[config.mk]
export PLATFORM = sky130hd
export DESIGN_NAME = reduce_and_arbiter_flat
export DESIGN_NICKNAME = d
export VERILOG_FILES = /design/src/rtl/reduce_and_arbiter_if.sv /design/src/rtl/reduce_and_arbiter.sv /design/src/flat_wrapper.sv
export SDC_FILE = /design/constraint.sdc
export NUM_CORES = 1
export LEC_CHECK = 0
export BUFFER_PORTS_ARGS = -buffer_cell sky130_fd_sc_hd__buf_2
export CAP_MARGIN = 20
export CORE_UTILIZATION = 36
export DETAILED_ROUTE_END_ITERATION = 6
export PLACE_DENSITY = 0.84
export SYNTH_ARGS = -nofsm -noshare
export SYNTH_HDL_FRONTEND = slang
export SYNTH_SLANG_ARGS = --single-unit
[constraint.sdc]
create_clock -name clk -period 1.39 [get_ports clk]
set_input_delay 0.278 -clock clk [delete_from_list [all_inputs] [get_ports clk]]
set_output_delay 0.278 -clock clk [all_outputs]
set_load 0.05 [all_outputs]
[src/rtl/reduce_and_arbiter_if.sv]
// Requester/result bundle for reduce_and_arbiter.
// The DUT connects through the slave modport; a requester-side driver uses master.
interface reduce_and_arbiter_if #(
  parameter int PORT_NUM = 2,
  parameter int WIDTH    = 8
);
  localparam int IDW = (PORT_NUM > 1) ? $clog2(PORT_NUM) : 1;

  logic [PORT_NUM-1:0]       req;
  logic [PORT_NUM-1:0]       in_valid;
  logic [PORT_NUM-1:0]       in_last;
  logic [PORT_NUM*WIDTH-1:0] in_data;
  logic [PORT_NUM-1:0]       in_ready;
  logic [PORT_NUM-1:0]       gnt;
  logic                      res_valid;
  logic                      res_ready;
  logic [WIDTH-1:0]          res;
  logic [IDW-1:0]            res_id;
  logic [3:0]                res_beats;

  modport master (
    output req, in_valid, in_last, in_data, res_ready,
    input  in_ready, gnt, res_valid, res, res_id, res_beats
  );

  modport slave (
    input  req, in_valid, in_last, in_data, res_ready,
    output in_ready, gnt, res_valid, res, res_id, res_beats
  );
endinterface

[src/rtl/reduce_and_arbiter.sv]
// Arbitrated AND-reduction: one granted requester streams up to 8 beats, result is &(all bits).
// Define REDUCE_AND_RR_ARB_EN for round-robin arbitration; default is fixed lowest-index priority.
module reduce_and_arbiter #(
  parameter int PORT_NUM = 2,
  parameter int WIDTH    = 8
) (
  input logic                 clk,
  input logic                 rst_n,
  reduce_and_arbiter_if.slave bus
);
  // state | meaning
  // IDLE  | no grant, waiting for any req
  // BUSY  | grant locked, accepting beats from the granted port
  // OUT   | result presented until res_ready
  localparam int IDW = (PORT_NUM > 1) ? $clog2(PORT_NUM) : 1;

  typedef enum logic [1:0] {IDLE, BUSY, OUT} state_e;

  state_e              state_q, state_d;
  logic [PORT_NUM-1:0] gnt_q, gnt_d;
  logic [IDW-1:0]      gidx_q, gidx_d;
  logic                acc_q, acc_d;
  logic [3:0]          cnt_q, cnt_d;

  logic                sel_found;
  logic [IDW-1:0]      sel_idx;
  logic [WIDTH-1:0]    g_data;
  logic                g_valid;
  logic                g_last;

`ifdef REDUCE_AND_RR_ARB_EN
  localparam int SW = IDW + 1;
  logic [IDW-1:0]      ptr_q, ptr_d;
  logic [PORT_NUM-1:0] req_rot;
  logic [SW-1:0]       rr_sum;

  // Rotate so bit 0 is the pointer position, then map the winner back to a port index.
  always_comb begin
    sel_found = 1'b0;
    sel_idx   = '0;
    rr_sum    = '0;
    req_rot   = PORT_NUM'({bus.req, bus.req} >> ptr_q);
    for (int k = 0; k < PORT_NUM; k++) begin
      if (!sel_found && req_rot[k]) begin
        sel_found = 1'b1;
        rr_sum    = {1'b0, ptr_q} + SW'(k);
        if (rr_sum >= SW'(PORT_NUM)) rr_sum = rr_sum - SW'(PORT_NUM);
        sel_idx   = rr_sum[IDW-1:0];
      end
    end
  end
`else
  always_comb begin
    sel_found = 1'b0;
    sel_idx   = '0;
    for (int k = PORT_NUM - 1; k >= 0; k--) begin
      if (bus.req[k]) begin
        sel_found = 1'b1;
        sel_idx   = IDW'(k);
      end
    end
  end
`endif

  assign g_data  = bus.in_data[gidx_q*WIDTH +: WIDTH];
  assign g_valid = bus.in_valid[gidx_q];
  assign g_last  = bus.in_last[gidx_q];

  always_comb begin
    state_d = state_q;
    gnt_d   = gnt_q;
    gidx_d  = gidx_q;
    acc_d   = acc_q;
    cnt_d   = cnt_q;
`ifdef REDUCE_AND_RR_ARB_EN
    ptr_d   = ptr_q;
`endif
    case (state_q)
      IDLE: begin
        if (sel_found) begin
          state_d = BUSY;
          gnt_d   = {{(PORT_NUM-1){1'b0}}, 1'b1} << sel_idx;
          gidx_d  = sel_idx;
          acc_d   = 1'b1;
          cnt_d   = 4'd0;
        end
      end
      BUSY: begin
        if (g_valid) begin
          acc_d = acc_q & (&g_data);
          cnt_d = cnt_q + 4'd1;
          if (g_last || cnt_q == 4'd7) state_d = OUT;
        end
      end
      OUT: begin
        if (bus.res_ready) begin
          state_d = IDLE;
          gnt_d   = '0;
`ifdef REDUCE_AND_RR_ARB_EN
          ptr_d   = (gidx_q == IDW'(PORT_NUM - 1)) ? '0 : gidx_q + 1'b1;
`endif
        end
      end
      default: state_d = IDLE;
    endcase
  end

  always_ff @(posedge clk) begin
    if (!rst_n) begin
      state_q <= IDLE;
      gnt_q   <= '0;
      gidx_q  <= '0;
      acc_q   <= 1'b1;
      cnt_q   <= 4'd0;
`ifdef REDUCE_AND_RR_ARB_EN
      ptr_q   <= '0;
`endif
    end else begin
      state_q <= state_d;
      gnt_q   <= gnt_d;
      gidx_q  <= gidx_d;
      acc_q   <= acc_d;
      cnt_q   <= cnt_d;
`ifdef REDUCE_AND_RR_ARB_EN
      ptr_q   <= ptr_d;
`endif
    end
  end

  assign bus.gnt       = gnt_q;
  assign bus.in_ready  = (state_q == BUSY) ? gnt_q : '0;
  assign bus.res_valid = (state_q == OUT);
  assign bus.res       = (state_q == OUT) ? {{(WIDTH-1){1'b0}}, acc_q} : '0;
  assign bus.res_id    = (state_q == OUT) ? gidx_q : '0;
  assign bus.res_beats = (state_q == OUT) ? cnt_q : 4'd0;
endmodule

[src/flat_wrapper.sv]
// flat-port wrapper written by rule: the top's interface ports become plain ports
module reduce_and_arbiter_flat 
#(
  parameter int PORT_NUM = 2,
  parameter int WIDTH    = 8
)
  (clk, rst_n, bus_req, bus_in_valid, bus_in_last, bus_in_data, bus_res_ready, bus_in_ready, bus_gnt, bus_res_valid, bus_res, bus_res_id, bus_res_beats);
  reduce_and_arbiter_if #(.PORT_NUM(PORT_NUM), .WIDTH(WIDTH)) bus_i ();
  input logic clk;
  input logic rst_n;
  input wire logic [$bits(bus_i.req)-1:0] bus_req;
  input wire logic [$bits(bus_i.in_valid)-1:0] bus_in_valid;
  input wire logic [$bits(bus_i.in_last)-1:0] bus_in_last;
  input wire logic [$bits(bus_i.in_data)-1:0] bus_in_data;
  input wire logic [$bits(bus_i.res_ready)-1:0] bus_res_ready;
  output wire logic [$bits(bus_i.in_ready)-1:0] bus_in_ready;
  output wire logic [$bits(bus_i.gnt)-1:0] bus_gnt;
  output wire logic [$bits(bus_i.res_valid)-1:0] bus_res_valid;
  output wire logic [$bits(bus_i.res)-1:0] bus_res;
  output wire logic [$bits(bus_i.res_id)-1:0] bus_res_id;
  output wire logic [$bits(bus_i.res_beats)-1:0] bus_res_beats;
  assign bus_i.req = bus_req;
  assign bus_i.in_valid = bus_in_valid;
  assign bus_i.in_last = bus_in_last;
  assign bus_i.in_data = bus_in_data;
  assign bus_i.res_ready = bus_res_ready;
  assign bus_in_ready = bus_i.in_ready;
  assign bus_gnt = bus_i.gnt;
  assign bus_res_valid = bus_i.res_valid;
  assign bus_res = bus_i.res;
  assign bus_res_id = bus_i.res_id;
  assign bus_res_beats = bus_i.res_beats;
  reduce_and_arbiter #(.PORT_NUM(PORT_NUM), .WIDTH(WIDTH)) u_core (.clk(clk), .rst_n(rst_n), .bus(bus_i));
endmodule
[Word level (Yosys, flattened, before mapping)]
Cells that the tools add are included.
Widths: inputs -> output; s select.
Word-level totals
  register bits: 10
  input port bits: 25
  output and inout port bits: 18
  word-level logic and storage cells: 50
Cells by class
  add/sub/neg operators: 1
  magnitude comparators: 1
  equality and inequality tests: 7
  shifts and indexed selects: 2
  muxes and demuxes: 24
  bitwise gates (word level): 1
  reductions and logical operators: 9
Operator list (count)
  $shiftx 16x5->8: 1
  $mux 2: 6
  $mux 4: 3
  $mux 1: 11
  $pmux 4 s2: 1
  $reduce_and 8->1: 1
  $ne 2x1->1 const B: 3
  $pmux 2 s3: 1
  $reduce_and 3->1: 2
  $add 4x1->4 const B: 1
  $eq 4x3->1 const B: 1
  $pmux 2 s2: 1
  $reduce_and 4->1: 1
  $reduce_bool 2->1: 2
  $eq 2x1->1 const B: 1
  $eq 2x2->1 const B: 1
  $logic_not 2->1: 1
  $lt 1x2->1 const B: 1
  $ne 2x2->1 const B: 1
  $pmux 1 s2: 1
  $reduce_and 2->1: 1
  $shl 1x1->2 const A: 1
  $and 1x1->1: 1
  $logic_or 1x1->1: 1

[Depth between registers and ports, before layout]
Gate-level depths: netlist of the first run.
  word-level depth: 6
  mapped depth: 5
  depth with buffers taken out: 5

[Worst setup path after synthesis of the first run]
Ideal clock, no wire load.
  kind: register to output
  from: reg u_core.state_q[1]
  to: out bus_res_id
  arrival: 1.761 ns
  data required time: 1.112 ns
  slack: -0.649 ns
  cell stages (with the launch flop): 4
  buffers on the path: 1
  cells stage by stage: dfxtp_1 -> clkbuf_1 -> inv_1 -> nor3_1
On the way
  cells in the longest elaborated chain, start to end: 2
Ends and longest elaborated chain
  from (decl): line reduce_and_arbiter.sv:19  | state_e state_q, state_d;
  from (signal assigned): line reduce_and_arbiter.sv:119  | state_q <= state_d;
  $eq 2x2->1: line reduce_and_arbiter.sv:134  | assign bus.res_id = (state_q == OUT) ? gidx_q : '0;
  $mux 1: line reduce_and_arbiter.sv:134
  to (decl): line flat_wrapper.sv:20  | output wire logic [$bits(bus_i.res_id)-1:0] bus_res_id;
No other way between the ends.

[Worst setup path after layout of the first run]
  from: reg u_core.state_q[0]
  to: out bus_in_ready[0]
On the way
  cells in the longest elaborated chain, start to end: 2
Ends and longest elaborated chain
  $eq 2x1->1: line reduce_and_arbiter.sv:131  | assign bus.in_ready = (state_q == BUSY) ? gnt_q : '0;
  $mux 2: line reduce_and_arbiter.sv:131
  to (decl): line flat_wrapper.sv:16  | output wire logic [$bits(bus_i.in_ready)-1:0] bus_in_ready;
No other way between the ends.

==> results.toml, run 1 <==
[critical_path]
path_max_fanout = 6
cp.required_ns = 1.11
r2r_setup_slack_ns = 0.01
arrival_ns = 1.13
cp-start-kind = "flip-flop"
crit_type = "reg2out"
crit_path_end_kind = "primary output"

[die]
die_y_um = 43.69
rows = 14
coreArea_um2 = 1559
die_area_um2 = 1908
die_w_um = 43.69
start_util_pct = 40.13
io-pin-count = 43

[layout]
fillers = 123
drive_gt1_share_pct = 55.38
utilization_pct = 70.30
nNetsFinal = 157
area_growth_pct = 75.20
diodes = 0

[clock_tree]
cts_buffers = 3
clk_pin_slew_ns = 0.08
clkLatencyLatePin_ns = 0.28
clock_sinks = 10
clk_path_buf_depth = 2
cts_tree = "done"
cts_root_buffer = "clkbuf_4"
htree_levels = 1

[sta]
rsz0062_at_grt = "true"
final.period_utilization_pct = 101.0
setup_viol = 7
slew_violations = 0
skew_ns = 0.007588
fin_crit_ns = 1.404
hold_violations = 0
max_freq_ghz = 0.7122
fin_ws_ns = -0.01413

[synthesis]
synth.avg_cell_area_um2 = 7.723
yosys_warnings = 0
syn-instance-count = 81
synth_flop_cell = "dfxtp_1"
ys_ff_latch = 10
syn-cell-area_um2 = 625.6
synth_top_area_cell = "dfxtp_1"
synthTopCellsByArea = "dfxtp_1 (32%), buf_4 (8.4%), and3_1 (7.0%)"
synth_edf_count = 0
ys_async_sr_fraction_pct = 0
yosysUniqueCellTypes = 30
synth.top_cell.area_share_pct = 32.00
yosysSeqAreaShare_pct = 32.00

[global_routing]
grt_pass1_wl_um = 3111
grt_pass1_vias = 737
antenna_found_initial = 0
overflow = 0
grt_usage_pct = 23.26
grt_max_degree = 9

[routing]
dr.pass1.iters = 6
wl_um = 2164
num_vias = 800
avgViaCountPerCell = 5.479
drc = 3
ant_nets = 0
routedWlPerCell_um = 14.82
drtIter0Drc = 9

[power]
comb_power_share_pct = 34.7
switching_share_pct = 35.17
seq_power_share_pct = 35.5
power.switching_uw = 324.8
power_uw = 923.5
vdd_ir_drop_max_uv = 729.4
clkPwrFrac_pct = 29.8
internal_power_uw = 598.7
p_per_area_nw_per_um2 = 842.5
leakagePower_uw = 0.0005114

[place]
hpwl_um = 1374
io_buffers = 35
routabilityCongestion = 0.8292

[run_status]
outcome = "complete, but fails checks"
violations = "design-rule violations, negative setup slack"

[hold_path]
hold_class = "in2reg"

[flow_run]
cap_violations = 0
==> worst max-delay path: stages (launching register included) <==
cell	delay (ns)
dfxtp_4	0.39
buf_6	0.13
and3_2	0.18
buf_8	0.14
==> cells in the final DEF, fill, tap and decap left out, types with 2 or more instances in the layout <==
cell type,Yosys,final
buf_2,0,26
buf_4,7,9
nor2_1,9,8
conb_1,1,7
buf_6,0,7
dfxtp_1,10,7
buf_8,0,6
and3_4,0,5
a21oi_1,6,5
nand4_1,4,4
inv_1,6,3
clkbuf_4,0,3
inv_2,0,2
and3_2,0,2
nor3_1,4,2
nand2_1,2,2
o21ai_0,3,2
dfxtp_4,0,2
==> cells in the mapped netlist, types with 2 or more instances <==
master	instances
dfxtp_1	10
nor2_1	9
and3_1	7
buf_4	7
a21oi_1	6
inv_1	6
nand4_1	4
nor3_1	4
o21ai_0	3
a2111oi_0	2
clkbuf_1	2
mux2i_1	2
nand2_1	2
==> layer usage <==
| layer | share of wire (%) | vias to the layer above | track usage [%] |
|---|---|---|---|
| met5 | 0 | - | 0 |
| met4 | 3.0 | 0 | 13.75 |
| met3 | 6.1 | 10 | 8.750 |
| met2 | 54 | 37 | 41.79 |
| met1 | 37 | 378 | 22.25 |
| li1 | - | 375 | - |
==> metrics by stage <==
| step | worst slack [ns] | std cells | hold WS [ns] | cell area, um^2 | TNS [ns] |
|---|---|---|---|---|---|
| final | -0.01413 | 146 | 0.3210 | 1096 | -0.05959 |
| after global routing | -0.06706 | 146 | 0.3411 | 1096 | -0.5051 |
| after CTS | -0.01530 | 145 | 0.3163 | 1040 | -0.02025 |
| after detailed placement | -0.06996 | 139 | 0.4491 | 882.1 | -0.09655 |
| after global placement | 0.01172 | 139 | 0.4494 | 882.1 | 0 |
| after floorplan | -0.05771 | 87 | 0.3671 | 671.9 | -0.1027 |
==> cell type report <==
cell class                 instances  area, um^2  share of cell area, %
clock buffer                       4       36.28                  3.311
inverter                           6       25.02                  2.283
multi-input combinational         62       439.2                  40.07
sequential                        10       209.0                  19.06
tap                               16       20.02                  1.826
timing repair buffer              48       366.6                  33.45
==> worst paths after layout <==
check / start / endpoint / cells past startpoint
min reg2reg: u_core.acc_q / u_core.acc_q / 2
max reg2reg: u_core.gidx_q / u_core.cnt_q[3] / 4
min: rst_n / u_core.cnt_q[3] / 3
max: u_core.state_q[0] / bus_in_ready[0] / 3
==> power groups by stage <==
stage | clock network (uW) | logic (uW) | registers (uW)
after floorplan | 0 | 164 | 345
after global placement | 0 | 258 | 328
after detailed placement | 0 | 265 | 329
after CTS | 275 | 291 | 323
after global routing | 293 | 340 | 332
final | 276 | 320 | 328
==> flip-flops by register name, summed over array words and instances, names as in the netlist <==
name and flops:
u_core.cnt_q 4, u_core.bus.gnt 2, u_core.state_q 2, u_core.acc_q 1
u_core.gidx_q 1
==> timing repair <==
item | CTS | global route
endpoints found under the setup margin | 11 | 13
hold buffers | 0 | 0
buffers inserted | 2 | 1
pin swaps | 2 | 4
resized for setup | 37 | 12
gates cloned | 0 | 0
==> kinds of logic (layout without fill, tap and decap cells) <==
| kind of cell | after synthesis | in the layout | synth area share (%) |
|---|---|---|---|
| and+or+nand+nor | 32 | 32 | 27.20 |
| AOI/OAI and AO/OA | 18 | 18 | 19.00 |
| buffers and inverters | 15 | 58 | 13.20 |
| DFF | 10 | 10 | 32.00 |
| xor gates and xnor gates | 2 | 2 | 2.801 |
| muxes | 2 | 2 | 3.200 |
| adders and majority gates | 1 | 1 | 2.000 |
| other | 1 | 7 | 0.5994 |
(Power assumes the default switching activity.)
==> run 2, diff against run 1 <==
ABC_AREA = 1   (was default)
CORE_MARGIN = 2   (was default)
CORE_UTILIZATION = 38   (was 36)
TNS_END_PERCENT = 5   (was default)
==> run 2 against run 1 <==
The run ends with negative setup slack left. Die area grew 20%. Clock skew is 0.0042 ns lower. Worst hold slack got worse by 0.062 ns. Sequential share of layout area is essentially flat. Non-clock buffer count is 10 lower. Sequential cell count unchanged. Synthesized cell count is 48% higher. Clock power decreased by 2%. Area after synthesis rose by 17%. Critical endpoint is now bus_res_beats[0]. Largest cell class unchanged. Highest routed layer unchanged.
==> results.toml, run 2 <==
[run_status]
outcome = "complete, but fails checks"
violations = "negative setup slack"

[power]
clkPwrFrac_pct = 28.6
power.switching_uw = 367.9
vdd_ir_drop_max_uv = 498.3
seq_power_share_pct = 35.4
switching_share_pct = 38.93
leakagePower_uw = 0.0005605
internal_power_uw = 577.0
p_per_area_nw_per_um2 = 866.0
comb_power_share_pct = 36.0

[synthesis]
synth.most_common_cell = "nand2_1"
yosysUniqueCellTypes = 20
synth_edf_count = 0
synth.top_cell.area_share_pct = 27.44
syn-instance-count = 120
synth_top_area_cell = "dfxtp_1"
synth.avg_cell_area_um2 = 6.079
yosys_warnings = 0
ys_ff_latch = 10
syn-cell-area_um2 = 729.5
synth_flop_cell = "dfxtp_1"
synthTopCellsByCount = "nand2_1 (30), inv_1 (20), nor2_1 (17), dfxtp_1 (10)"
yosysSeqAreaShare_pct = 27.44
ys_async_sr_fraction_pct = 0
synthTopCellsByArea = "dfxtp_1 (27%), nand2_1 (15%), inv_1 (10%)"

[clock_tree]
clk_pin_slew_ns = 0.07
cts_tree = "done"
htree_levels = 1
clkLatencyLatePin_ns = 0.28
ctsHoldBuffers = 0
cts_root_buffer = "clkbuf_4"
clock_sinks = 10
clk_path_buf_depth = 2
cts_buffers = 3

[sta]
final.period_utilization_pct = 106.3
rsz0062_at_grt = "true"
fin_crit_ns = 1.477
max_freq_ghz = 0.6769
hold_violations = 0
skew_ns = 0.003368
fin_tns_setup_ns = -0.4529
setup_viol = 9
fin_ws_ns = -0.08725
slew_violations = 0
hold_slack_ns = 0.2591

[place]
hpwl_um = 1532
placed_area_um2 = 977.2
io_buffers = 35
routabilityCongestion = 0.8921

[critical_path]
crit_type = "reg2out"
r2r_setup_slack_ns = 0.13
cp.required_ns = 1.11
arrival_ns = 1.20
worst-r2r-cell-count = 8
cp-start-kind = "flip-flop"
r2r_end = "u_core.acc_q"
path_max_fanout = 7
crit_path_end_kind = "primary output"
r2r-start = "u_core.gidx_q"

[global_routing]
grt_pass1_wl_um = 2835
grt_max_degree = 8
overflow = 0
grt_pass1_vias = 748
grt_usage_pct = 18.07
antenna_found_initial = 0

[routing]
ant_nets = 0
drtIter0Drc = 18
wl_um = 1985
routedWlPerCell_um = 10.67
num_vias = 878
drc = 0
dr.pass1.iters = 4
avgViaCountPerCell = 4.720

[layout]
nNetsFinal = 188
area_growth_pct = 49.57
final_cell_mix = "nand2_1 (30), buf_2 (27), inv_1 (19)"
finalInstanceArea_um2 = 1091
utilization_pct = 61.84
drive_gt1_share_pct = 39.75
diodes = 0
regMostFlops = "u_core.cnt_q"
largest_register_ffs = 4
final_common_cell = "nand2_1"

[hold_path]
hold_depth = 3
min_to = "u_core.gidx_q"
hold_class = "in2reg"
min_from = "rst_n"

[die]
start_util_pct = 41.35
die_w_um = 47.82
rows = 15
io-pin-count = 43
die_area_um2 = 2286
coreArea_um2 = 1764
die_y_um = 47.82

[flow_run]
cap_violations = 0
## run 2: cell types whose count changed after synthesis, moves of 2 or more
cell / delta
nor3_1: -4
nand3_1: +6
and3_1: -7
nand2_1: +28
nor2_1: +8
a2111oi_0: -2
nand3_2: +3
clkbuf_1: -2
inv_1: +14
inv_2: +3
nor2_2: +2
mux2i_1: -2
## run 2: cells by family after synthesis
kind of cell,share of synthesized area (%)
buf+inv,19.04
simple gates,44.43
other cells,0.5141
flops,27.44
compound gates,6.861
fa+ha+maj,1.715
## run 2: layer usage
metal / global-route usage, % / part of all wire (%) / wire, um
met2: 34.67 / 48 / 956
met3: 2.264 / 10 / 200
met5: 0 / 0 / 0
met1: 19.27 / 40 / 795
met4: 8.108 / 1.6 / 32
## run 2: metrics by stage
| step | instances | power (uW) | worst slack (ns) |
|---|---|---|---|
| finish | 186 | 944.9 | -0.08725 |
| floorplan | 126 | 590.7 | -0.07565 |
| global placement | 181 | 658.0 | 0.1137 |
| detailed placement | 181 | 665.3 | 0.08674 |
| global route | 186 | 994.9 | -0.1248 |
| CTS | 186 | 943.4 | -0.06746 |
## run 2: cell type report
| type | count | area, um^2 |
|---|---|---|
| clock buffers | 4 | 36.28 |
| repair buffers | 38 | 259.0 |
| fillers | 167 | 673.1 |
| flip-flops and latches | 10 | 207.7 |
| inverters | 23 | 93.84 |
| well taps | 25 | 31.28 |
| multi-input cells | 86 | 462.9 |
## run 2: how the worst max path moves through the flow
stage / endpoint / slack, ns / depth (start not counted) / start
final: bus_res_beats[0] / -0.09 / 5 / u_core.state_q[1]
after global routing: bus_res_beats[2] / -0.12 / 5 / u_core.state_q[1]
after CTS: bus_res_id / -0.07 / 5 / u_core.state_q[1]
after detailed placement: bus_res[0] / 0.09 / 5 / u_core.state_q[1]
after global placement: bus_res[0] / 0.11 / 5 / u_core.state_q[1]
after floorplan: bus_res[0] / -0.08 / 4 / u_core.state_q[1]
## run 2: power groups by stage
stage	Combinational (uW)	Clock (uW)	Sequential (uW)
after global routing	371	285	339
after global placement	319	0	339
final	340	270	335
after floorplan	235	0	356
after CTS	338	270	335
after detailed placement	325	0	340
## run 2: worst max-delay path, stage by stage (launching register included)
cell and delay, ns:
dfxtp_4 0.38, inv_4 0.05, nor2_4 0.14, inv_6 0.09
nor2_4 0.11, buf_8 0.15
## run 2: timing repair
| action | CTS | global route |
|---|---|---|
| pin swaps | 2 | 0 |
| gates resized for setup | 21 | 3 |
| endpoints found under the setup margin | 9 | 9 |
| gates cloned | 0 | 0 |
| buffers inserted | 1 | 0 |
==> run 3, diff against run 2 <==
PLACE_DENSITY = 0.8   (was 0.84)
==> run 3 against run 2 <==
Sequential cell count did not move. Maximum frequency rose by 2.3%. Design area fell by 0.34%. Register-to-register slack barely moved. The run still ends with negative setup slack left. Critical endpoint is now bus_res_beats[1]. Highest routed layer unchanged. Setup slack improved by 0.033 ns. Sequential power barely moved. Sequential share of layout area rose by 0.066 points. Worst hold slack got worse by 0.0012 ns.
==> results.toml, run 3 (synthesis results as in run 2) <==
[layout]
finalInstanceArea_um2 = 1087
area_growth_pct = 49.06
largest_register_ffs = 4
diodes = 0
drive_gt1_share_pct = 40.37
regMostFlops = "u_core.cnt_q"
utilization_pct = 61.63
fillers = 173
nNetsFinal = 188
final_cell_mix = "nand2_1 (30), buf_2 (27), inv_1 (18)"
final_common_cell = "nand2_1"

[critical_path]
max_stage_delay_ns = 0.37
worst-r2r-cell-count = 7
critical_path.slowest_cell = "dfxtp_4"
cp-start-kind = "flip-flop"
cp.required_ns = 1.11
cpMostUsedCell = "nor2_4"
path_max_fanout = 7
crit_chain = "inv_4 > nor2_4 > inv_6 > nor2_4 > buf_6"
crit_path_end_kind = "primary output"
arrival_ns = 1.17
crit_type = "reg2out"

[die]
coreArea_um2 = 1764
start_util_pct = 41.35
die_y_um = 47.82
io-pin-count = 43
die_w_um = 47.82
rows = 15
die_area_um2 = 2286

[clock_tree]
cts_root_buffer = "clkbuf_4"
clkLatencyLatePin_ns = 0.28
htree_levels = 1
clk_path_buf_depth = 2
cts_tree = "done"
clk_pin_slew_ns = 0.07
cts_buffers = 3
ctsHoldBuffers = 0
clock_sinks = 10

[place]
routabilityCongestion = 0.8365
dpl_worst_slack_ns = 0.07479
hpwl_um = 1505
placed_area_um2 = 969.7
io_buffers = 35

[sta]
rsz0062_at_grt = "true"
fin_tns_setup_ns = -0.3747
setup_viol = 9
slew_violations = 0
fin_crit_ns = 1.444
skew_ns = 0.003366
hold_violations = 0
max_freq_ghz = 0.6926
final.period_utilization_pct = 103.9
fin_ws_ns = -0.05389
hold_slack_ns = 0.2579

[routing]
num_vias = 848
wl_um = 1927
drtIter0Drc = 5
drc = 0
ant_nets = 0
avgViaCountPerCell = 4.559
routedWlPerCell_um = 10.36
dr.pass1.iters = 5

[run_status]
outcome = "complete, but fails checks"
violations = "negative setup slack"

[global_routing]
grt_pass1_wl_um = 2960
antenna_found_initial = 0
overflow = 0
grt_max_degree = 8
grt_pass1_vias = 771
grt_usage_pct = 19.66

[hold_path]
hold_class = "in2reg"
hold_depth = 3

[flow_run]
cap_violations = 0

[power]
leakagePower_uw = 0.0005595
vdd_ir_drop_max_uv = 606.5
p_per_area_nw_per_um2 = 872.4
run 3: cell counts in the layout (fill, tap and decap cells not counted):
Identical to the previous run, type by type.
run 3: per-layer routing:
| layer | vias to the layer above | global-route usage (%) | routed length [um] | share of wire [%] |
|---|---|---|---|---|
| met3 | 7 | 6.038 | 175 | 9.1 |
| met1 | 361 | 21.04 | 822 | 43 |
| met4 | 0 | 14.59 | 66 | 3.4 |
| met5 | - | 0 | 0 | 0 |
| li1 | 439 | - | - | - |
| met2 | 41 | 32.27 | 862 | 45 |
run 3: timing repair:
item / 4_1_cts / 5_1_grt
buffers inserted: 2 / 0
endpoints found under the setup margin: 9 / 11
gates cloned: 0 / 0
pin swaps: 2 / 0
gates resized for setup: 21 / 3
run 3: where the power goes:
| group | switching (uW) | internal (uW) | leakage (uW) |
|---|---|---|---|
| clock | 117 | 159 | 0.0000210 |
| combinational | 229 | 106 | 0.000455 |
| sequential | 25.6 | 311 | 0.0000832 |
| total | 372 | 577 | 0.000560 |
run 3: per-stage QoR:
step | instances | total power [uW]
after floorplan | 126 | 590.7
after global placement | 180 | 654.2
after detailed placement | 180 | 659.3
after CTS | 186 | 949.4
after global routing | 186 | 1011
final | 186 | 948.5
run 3: final cells by class:
cell class | count | area (um^2) | area share, %
inverter | 23 | 93.84 | 8.631
timing repair buffer | 38 | 255.2 | 23.48
sequential | 10 | 207.7 | 19.10
tap | 25 | 31.28 | 2.877
clock buffer | 4 | 36.28 | 3.337
multi-input combinational | 86 | 462.9 | 42.58
run 3: worst paths after layout:
path                                         from               end  slack, ns
worst max register to register  u_core.state_q[1]   u_core.cnt_q[3]       0.12
worst max-delay path            u_core.state_q[1]  bus_res_beats[1]      -0.05
worst min register to register       u_core.acc_q      u_core.acc_q       0.46
worst min-delay path                        rst_n     u_core.gidx_q       0.26
run 3: critical path: cells and delay by family (launching register included):
kind	cells	cell delay, ns
buffers and inverters	3	0.30
DFF	1	0.37
and+or+nand+nor	2	0.22
